--- src/rtl/inst_prefetch_buffer_pkg.sv ---
// Shared constants and types for the instruction prefetch buffer.
//   INST_W / ADDR_W : instruction and address widths
//   NOP_INST        : canonical RV32 NOP (addi x0,x0,0)
//   PC_INC          : sequential fetch stride
//   fetch_entry_t   : one queue entry {pc, inst}
//   pc_next()       : PC + 4 with natural 32-bit wrap
package inst_prefetch_buffer_pkg;
   localparam int INST_W = 32;
   localparam int ADDR_W = 32;
   localparam logic [INST_W-1:0] NOP_INST = 32'h0000_0013;
   localparam logic [ADDR_W-1:0] PC_INC   = 32'd4;

   typedef struct packed {
      logic [ADDR_W-1:0] pc;
      logic [INST_W-1:0] inst;
   } fetch_entry_t;

   function automatic logic [ADDR_W-1:0] pc_next(input logic [ADDR_W-1:0] pc);
      return pc + PC_INC;
   endfunction
endpackage

--- src/rtl/inst_prefetch_buffer_if.sv ---
// Bus bundle between the prefetcher, the instruction memory port and the IF stage.
//   mem_*  : fetch request (req/gnt handshake) and in-order response (rvalid/rdata)
//   if_*   : head-of-queue presentation to IF under valid/ready
// modport master : prefetcher side
// modport slave  : memory + IF-stage side
interface inst_prefetch_buffer_if;
   import inst_prefetch_buffer_pkg::*;

   logic              mem_req_o;
   logic [ADDR_W-1:0] mem_addr_o;
   logic              mem_gnt_i;
   logic              mem_rvalid_i;
   logic [INST_W-1:0] mem_rdata_i;
   logic              if_valid_o;
   logic              if_ready_i;
   logic [ADDR_W-1:0] if_pc_o;
   logic [ADDR_W-1:0] if_pcPlusFour_o;
   logic [INST_W-1:0] if_inst_o;

   modport master (
      output mem_req_o, mem_addr_o,
      input  mem_gnt_i, mem_rvalid_i, mem_rdata_i,
      output if_valid_o, if_pc_o, if_pcPlusFour_o, if_inst_o,
      input  if_ready_i
   );

   modport slave (
      input  mem_req_o, mem_addr_o,
      output mem_gnt_i, mem_rvalid_i, mem_rdata_i,
      input  if_valid_o, if_pc_o, if_pcPlusFour_o, if_inst_o,
      output if_ready_i
   );
endinterface

--- src/rtl/inst_prefetch_buffer_pf_fifo.sv ---
// pf_fifo: DEPTH-entry circular queue of {pc, inst}.
//   clk, reset     : clock, async active-high reset
//   clear          : drop all entries (takes priority over push/pop)
//   push/push_data : enqueue at tail
//   pop            : dequeue head (ignored when empty)
//   head/valid     : head entry and non-empty flag
//   count          : occupancy
// When empty, head holds the last entry that was presented so the outputs
// do not toggle on stale storage; after reset it reads as zero.
module pf_fifo
   import inst_prefetch_buffer_pkg::*;
#(
   parameter  int DEPTH = 4,
   localparam int PTR_W = $clog2(DEPTH),
   localparam int CNT_W = PTR_W + 1
) (
   input  logic             clk,
   input  logic             reset,
   input  logic             clear,
   input  logic             push,
   input  fetch_entry_t     push_data,
   input  logic             pop,
   output fetch_entry_t     head,
   output logic             valid,
   output logic [CNT_W-1:0] count
);
   fetch_entry_t     mem [DEPTH];
   fetch_entry_t     hold_q;
   logic [PTR_W-1:0] wr_ptr, rd_ptr;
   logic             do_push, do_pop;

   assign valid   = (count != '0);
   assign do_push = push & ~clear;
   assign do_pop  = pop & valid & ~clear;
   assign head    = valid ? mem[rd_ptr] : hold_q;

   // storage needs no reset: a slot is only read after it has been written
   always_ff @(posedge clk) begin
      if (do_push) mem[wr_ptr] <= push_data;
   end

   always_ff @(posedge clk or posedge reset) begin
      if (reset) begin
         wr_ptr <= '0;
         rd_ptr <= '0;
         count  <= '0;
         hold_q <= '0;
      end else begin
         if (valid) hold_q <= mem[rd_ptr];
         if (clear) begin
            wr_ptr <= '0;
            rd_ptr <= '0;
            count  <= '0;
         end else begin
            if (do_push) wr_ptr <= wr_ptr + PTR_W'(1);
            if (do_pop)  rd_ptr <= rd_ptr + PTR_W'(1);
            count <= count + CNT_W'(do_push) - CNT_W'(do_pop);
         end
      end
   end
endmodule

--- src/rtl/inst_prefetch_buffer.sv ---
// inst_prefetch_buffer: sequential instruction prefetcher feeding IF/ID.
//   clk, reset     : clock, async active-high reset
//   redirect_i     : taken branch / jump; flushes queue and stale responses
//   redirect_pc_i  : new target, low two bits forced to zero
//   bus (master)   : memory request/response port and IF-stage head output
// Requests are credit-limited so queued + in-flight words never exceed DEPTH,
// which guarantees every accepted response has a free slot.
module inst_prefetch_buffer
   import inst_prefetch_buffer_pkg::*;
#(
   parameter int                DEPTH    = 4,
   parameter logic [ADDR_W-1:0] RESET_PC = 32'h0
) (
   input  logic                  clk,
   input  logic                  reset,
   input  logic                  redirect_i,
   input  logic [ADDR_W-1:0]     redirect_pc_i,
   inst_prefetch_buffer_if.master bus
);
   localparam int CNT_W = $clog2(DEPTH) + 1;

   logic [ADDR_W-1:0] fetch_pc, resp_pc, target, pc4_hold;
   logic [CNT_W-1:0]  inflight, discard, count;
   logic              grant, rv, push, pop, fifo_valid;
   fetch_entry_t      push_data, head;

   assign target = redirect_pc_i & ~ADDR_W'(3);

   assign bus.mem_req_o  = ~reset & ~redirect_i &
                           (({1'b0, count} + {1'b0, inflight}) < (CNT_W+1)'(DEPTH));
   assign bus.mem_addr_o = fetch_pc;

   assign grant = bus.mem_req_o & bus.mem_gnt_i;
   // a response with nothing outstanding is a protocol error and is ignored
   assign rv    = bus.mem_rvalid_i & (inflight != '0);
   assign push  = rv & ~redirect_i & (discard == '0);
   assign pop   = fifo_valid & bus.if_ready_i & ~redirect_i;

   assign push_data = '{pc: resp_pc, inst: bus.mem_rdata_i};

   pf_fifo #(.DEPTH(DEPTH)) u_fifo (
      .clk       (clk),
      .reset     (reset),
      .clear     (redirect_i),
      .push      (push),
      .push_data (push_data),
      .pop       (pop),
      .head      (head),
      .valid     (fifo_valid),
      .count     (count)
   );

   assign bus.if_valid_o      = fifo_valid;
   assign bus.if_pc_o         = head.pc;
   assign bus.if_inst_o       = head.inst;
   assign bus.if_pcPlusFour_o = fifo_valid ? pc_next(head.pc) : pc4_hold;

   always_ff @(posedge clk or posedge reset) begin
      if (reset) begin
         fetch_pc <= RESET_PC;
         resp_pc  <= RESET_PC;
         inflight <= '0;
         discard  <= '0;
         pc4_hold <= '0;
      end else begin
         inflight <= inflight + CNT_W'(grant) - CNT_W'(rv);
         if (fifo_valid) pc4_hold <= pc_next(head.pc);
         if (redirect_i) begin
            fetch_pc <= target;
            resp_pc  <= target;
            // every outstanding response predates the redirect; words already
            // marked for discard are a subset of inflight, so this also
            // covers back-to-back redirects without double counting
            discard  <= inflight - CNT_W'(rv);
         end else begin
            if (grant) fetch_pc <= pc_next(fetch_pc);
            if (push)  resp_pc  <= pc_next(resp_pc);
            if (rv && discard != '0) discard <= discard - CNT_W'(1);
         end
      end
   end
endmodule

--- src/flat_wrapper.sv ---
// flat-port wrapper written by rule: the top's interface ports become plain ports
module inst_prefetch_buffer_flat import inst_prefetch_buffer_pkg::*;
#(
   parameter int                DEPTH    = 4,
   parameter logic [ADDR_W-1:0] RESET_PC = 32'h0
)
  (clk, reset, redirect_i, redirect_pc_i, bus_mem_req_o, bus_mem_addr_o, bus_mem_gnt_i, bus_mem_rvalid_i, bus_mem_rdata_i, bus_if_valid_o, bus_if_pc_o, bus_if_pcPlusFour_o, bus_if_inst_o, bus_if_ready_i);
  inst_prefetch_buffer_if bus_i ();
  input  logic clk;
  input  logic reset;
  input  logic redirect_i;
  input  logic [ADDR_W-1:0] redirect_pc_i;
  output wire logic [$bits(bus_i.mem_req_o)-1:0] bus_mem_req_o;
  output wire logic [$bits(bus_i.mem_addr_o)-1:0] bus_mem_addr_o;
  input wire logic [$bits(bus_i.mem_gnt_i)-1:0] bus_mem_gnt_i;
  input wire logic [$bits(bus_i.mem_rvalid_i)-1:0] bus_mem_rvalid_i;
  input wire logic [$bits(bus_i.mem_rdata_i)-1:0] bus_mem_rdata_i;
  output wire logic [$bits(bus_i.if_valid_o)-1:0] bus_if_valid_o;
  output wire logic [$bits(bus_i.if_pc_o)-1:0] bus_if_pc_o;
  output wire logic [$bits(bus_i.if_pcPlusFour_o)-1:0] bus_if_pcPlusFour_o;
  output wire logic [$bits(bus_i.if_inst_o)-1:0] bus_if_inst_o;
  input wire logic [$bits(bus_i.if_ready_i)-1:0] bus_if_ready_i;
  assign bus_mem_req_o = bus_i.mem_req_o;
  assign bus_mem_addr_o = bus_i.mem_addr_o;
  assign bus_i.mem_gnt_i = bus_mem_gnt_i;
  assign bus_i.mem_rvalid_i = bus_mem_rvalid_i;
  assign bus_i.mem_rdata_i = bus_mem_rdata_i;
  assign bus_if_valid_o = bus_i.if_valid_o;
  assign bus_if_pc_o = bus_i.if_pc_o;
  assign bus_if_pcPlusFour_o = bus_i.if_pcPlusFour_o;
  assign bus_if_inst_o = bus_i.if_inst_o;
  assign bus_i.if_ready_i = bus_if_ready_i;
  inst_prefetch_buffer #(.DEPTH(DEPTH), .RESET_PC(RESET_PC)) u_core (.clk(clk), .reset(reset), .redirect_i(redirect_i), .redirect_pc_i(redirect_pc_i), .bus(bus_i));
endmodule
--- config.mk ---
export PLATFORM = sky130hd
export DESIGN_NAME = inst_prefetch_buffer_flat
export DESIGN_NICKNAME = d
export VERILOG_FILES = /design/src/rtl/inst_prefetch_buffer_pkg.sv /design/src/rtl/inst_prefetch_buffer_if.sv /design/src/rtl/inst_prefetch_buffer_pf_fifo.sv /design/src/rtl/inst_prefetch_buffer.sv /design/src/flat_wrapper.sv
export SDC_FILE = /design/constraint.sdc
export NUM_CORES = 1
export LEC_CHECK = 0
export BUFFER_PORTS_ARGS = -buffer_cell sky130_fd_sc_hd__buf_4
export CAP_MARGIN = 20
export CORE_AREA = 2 2 181 183
export CTS_BUF_LIST = sky130_fd_sc_hd__clkbuf_8
export CTS_CLUSTER_DIAMETER = 120
export CTS_CLUSTER_SIZE = 8
export DETAILED_ROUTE_END_ITERATION = 12
export DIE_AREA = 0 0 183 185
export GPL_ROUTABILITY_DRIVEN = 0
export PLACE_DENSITY = 0.76
export SLEW_MARGIN = 5
export SYNTH_ARGS = -nofsm -noshare
export SYNTH_HDL_FRONTEND = slang
export SYNTH_SLANG_ARGS = --single-unit
--- constraint.sdc ---
create_clock -name clk -period 6.5 [get_ports clk]
set_clock_uncertainty 0.05 [all_clocks]
set_input_delay 0.65 -clock clk [delete_from_list [all_inputs] [get_ports clk]]
set_output_delay 0.65 -clock clk [all_outputs]
set_load 0.005 [all_outputs]
==> results.cfg <==
[status]
status = completed

[cts]
h-tree-depth = 2
cts_tree = built
clk_transition_reported_paths_ps = 70
cts_setup_buffers = 0
cts_sinks = 417
insertion_delay_ps = 610
clockBufferDepth = 3
cts-root-buf = clkbuf_8
numCtsBuffers = 58

[synth]
seq_area_frac_synth = 0.675
synthArstFlopShare = 0.405
syn_area_um2 = 17300
synth_edf_count = 248
syn_area_per_cell_um2 = 13.8
synthFlopType = edfxtp_1
netlist_instances = 1249
netlist-cell-type-count = 58
yosysWarnings = 0
synth.ff_latch_count = 417

[timing]
fmax_mhz = 195
tightest_slew_ps = 1010
slew_headroom = 0.328
rsz0062_at_grt = false
fin_crit_ps = 5130
fin_crit_sh = 0.789
setup_tns_ps = 0
slew_viol_final = 0
setup_violations = 0
report.final.hold_viol_count = 0

[worst_setup_path]
reg2reg_slack_ps = 2680
crit_slowest_cell = dfrtp_4
path_class = flip-flop to output pin
cp_max_fo = 38
end_kind = output pin
cp_cell_sequence = buf_4 -> mux4_2 -> nand4_2 -> a22oi_1 -> nand2_1 -> or4b_1 -> a31oi_1 -> buf_4
cp.required_ps = 5800
max_stage_delay_ps = 930
reg2regPathDepth = 7
cp-start-kind = flip-flop
r2r_end = u_core.pc4_hold[30]
arrival_ps = 4430
startpoint = u_core.u_fifo.rd_ptr[0]
worst_path_most_repeated_cell = buf_4
timing.rr.start = u_core.u_fifo.rd_ptr[0]

[drt]
drc_errors = 0
ant_nets = 0
drt-initial-drc-count = 917
routed_wl_um = 37400
wl_per_cell_um = 19.5
num_vias = 11000
via_per_inst = 5.73
firstDrtPassIters = 6

[job]
drv_cap = 0

[place]
post-dp-hpwl_um = 24200
buffer_ports.inserted = 195
place_inst = 1810

[floorplan]
io_pins = 200
dieHeight_um = 185
die-area_um2 = 33900
rows = 66
start_util = 0.540
core-area_um2 = 32000
die_width_um = 183

[global_route]
grt_pass1_wl_um = 59100
overflow = 0
antenna_found_initial = 0
grt_max_degree = 98
grt_pass1_vias = 11100
grt_usage = 0.225

[finish]
drive_gt1_frac = 0.233
multi_input_area_um2 = 5240
syn2layout_area_growth_pct = 16.7
num_antenna_cells = 0
n_fill_cell = 2335
finalNetCount = 1554
layoutNonFillerInstCount = 1916
ff_latch_area_um2 = 11700

[worst_hold_path]
hold_depth = 1
min_from = bus_mem_rdata_i[9]
hold_end = u_core.u_fifo.mem[2][9]
min_path_type = primary input to flip-flop

[power_and_ir_drop]
leakagePower_nw = 8.00
cellPowerDensity_nw_per_um2 = 401
ir_worst_vdd_uv = 273
[Yosys cell counts, drive strengths merged, types with 16 or more instances]
cell type  count  area share
a21oi         19      0.0057
buf           21      0.0079
clkbuf        37      0.0080
dfrtp        169        0.24
edfxtp       248        0.43
ha            17       0.012
inv           29      0.0063
mux4          62       0.082
nand2        271       0.059
nand3         34      0.0098
nand4         33       0.013
nor2          39      0.0085
o21ai         76       0.022
o311ai        16      0.0081
xnor2         25       0.013
xor2          40       0.020
[cells by family after synthesis]
kind of cell,synth area share
and+or+nand+nor,0.113
DFF,0.675
AOI/OAI and AO/OA,0.0528
buffers and inverters,0.0222
muxes,0.0884
xor gates and xnor gates,0.0329
adders and majority gates,0.0146
other,0.000217
[layer usage]
| metal | up-vias | part of all wire | GRT usage | wire length [um] |
|---|---|---|---|---|
| met5 | - | 0 | 0 | 0 |
| met4 | 0 | 0.019 | 0.0691 | 714 |
| met3 | 47 | 0.073 | 0.0346 | 2720 |
| met2 | 450 | 0.47 | 0.362 | 17700 |
| met1 | 5449 | 0.43 | 0.321 | 16300 |
| li1 | 5035 | - | - | - |
[through the flow]
step,utilization,setup slack [ps],instance area [um^2],power (mW),hold slack (ps)
3_5_place_dp,0.597,1950,19100,6.42,403
6_report,0.630,1370,20200,8.10,189
3_3_place_gp,0.597,2030,19100,6.33,397
2_1_floorplan,-,514,17300,5.05,405
5_1_grt,0.630,997,20200,8.60,162
4_1_cts,0.628,1280,20100,8.18,145
[final cells by class]
type,instances,area share
inverters,29,0.00571
clock buffers,58,0.0396
repair buffers,213,0.0806
clock inverters,45,0.00980
flip-flops and latches,417,0.579
multi-input cells,746,0.260
well taps,408,0.0253
[power breakdown]
| part | internal [mW] | switching (mW) | leakage, nW |
|---|---|---|---|
| sequential | 3.24 | 0.290 | 4.30 |
| clock | 0.830 | 0.927 | 0.653 |
| combinational | 1.30 | 1.51 | 3.05 |
[layout by cell type (no fill, tap or decap), types with 3 or more instances in the layout]
cell type | synthesis | layout
and4_1 | 7 | 7
or3_1 | 4 | 4
a31oi_1 | 14 | 14
ha_1 | 17 | 17
o311ai_0 | 14 | 14
mux2_2 | 7 | 7
and3_1 | 12 | 12
nand4_1 | 30 | 30
nand2_1 | 271 | 271
nand4_2 | 3 | 3
and2_2 | 0 | 4
xor2_1 | 40 | 40
nor3_1 | 9 | 9
o211ai_1 | 5 | 5
edfxtp_1 | 248 | 248
or4_1 | 3 | 3
a21oi_1 | 18 | 18
o31ai_1 | 3 | 3
nor2_1 | 39 | 39
buf_4 | 5 | 210
nor4_1 | 5 | 5
and2_1 | 13 | 9
clkbuf_8 | 0 | 58
mux4_2 | 56 | 56
o21ai_1 | 9 | 9
mux4_1 | 6 | 6
dfrtp_1 | 169 | 167
nand3_1 | 34 | 34
a22oi_1 | 4 | 4
inv_1 | 28 | 68
xnor2_1 | 25 | 25
o21ai_0 | 67 | 67
mux2i_1 | 3 | 3
[flip-flops by register name, summed over array words and instances (netlist names), 3 cells and up]
name and flops:
u_core.u_fifo.hold_q 64, u_core.pc4_hold 32, u_core.inflight 3, u_core.discard 3
u_core.resp_pc 30, u_core.u_fifo.mem 248, u_core.bus.mem_addr_o 30, u_core.u_fifo.count 3
[worst max-delay path, delay by kind of cell, from the launching register on]
kind,cells,cell delay [ps]
compound gates,2,710
flops,1,930
buf+inv,2,760
mux,1,440
simple gates,3,970
[timing repair]
| action | in CTS | in global routing |
|---|---|---|
| hold endpoints to repair | 6 | 0 |
| hold buffers | 1 | 0 |
| endpoints found under the setup margin | 0 | 0 |
| gates resized for setup | 0 | 0 |
[worst max-delay path by stage]
stage / to / slack [ps]
after CTS: bus_if_pcPlusFour_o[30] / 1280
after global placement: bus_if_pcPlusFour_o[30] / 2030
after detailed placement: bus_if_pcPlusFour_o[30] / 1950
after global routing: bus_if_pcPlusFour_o[30] / 1000
after floorplan: u_core.inflight[1] / 510
final: bus_if_pcPlusFour_o[30] / 1370
Note: power is estimated with default switching activity, not from simulation.
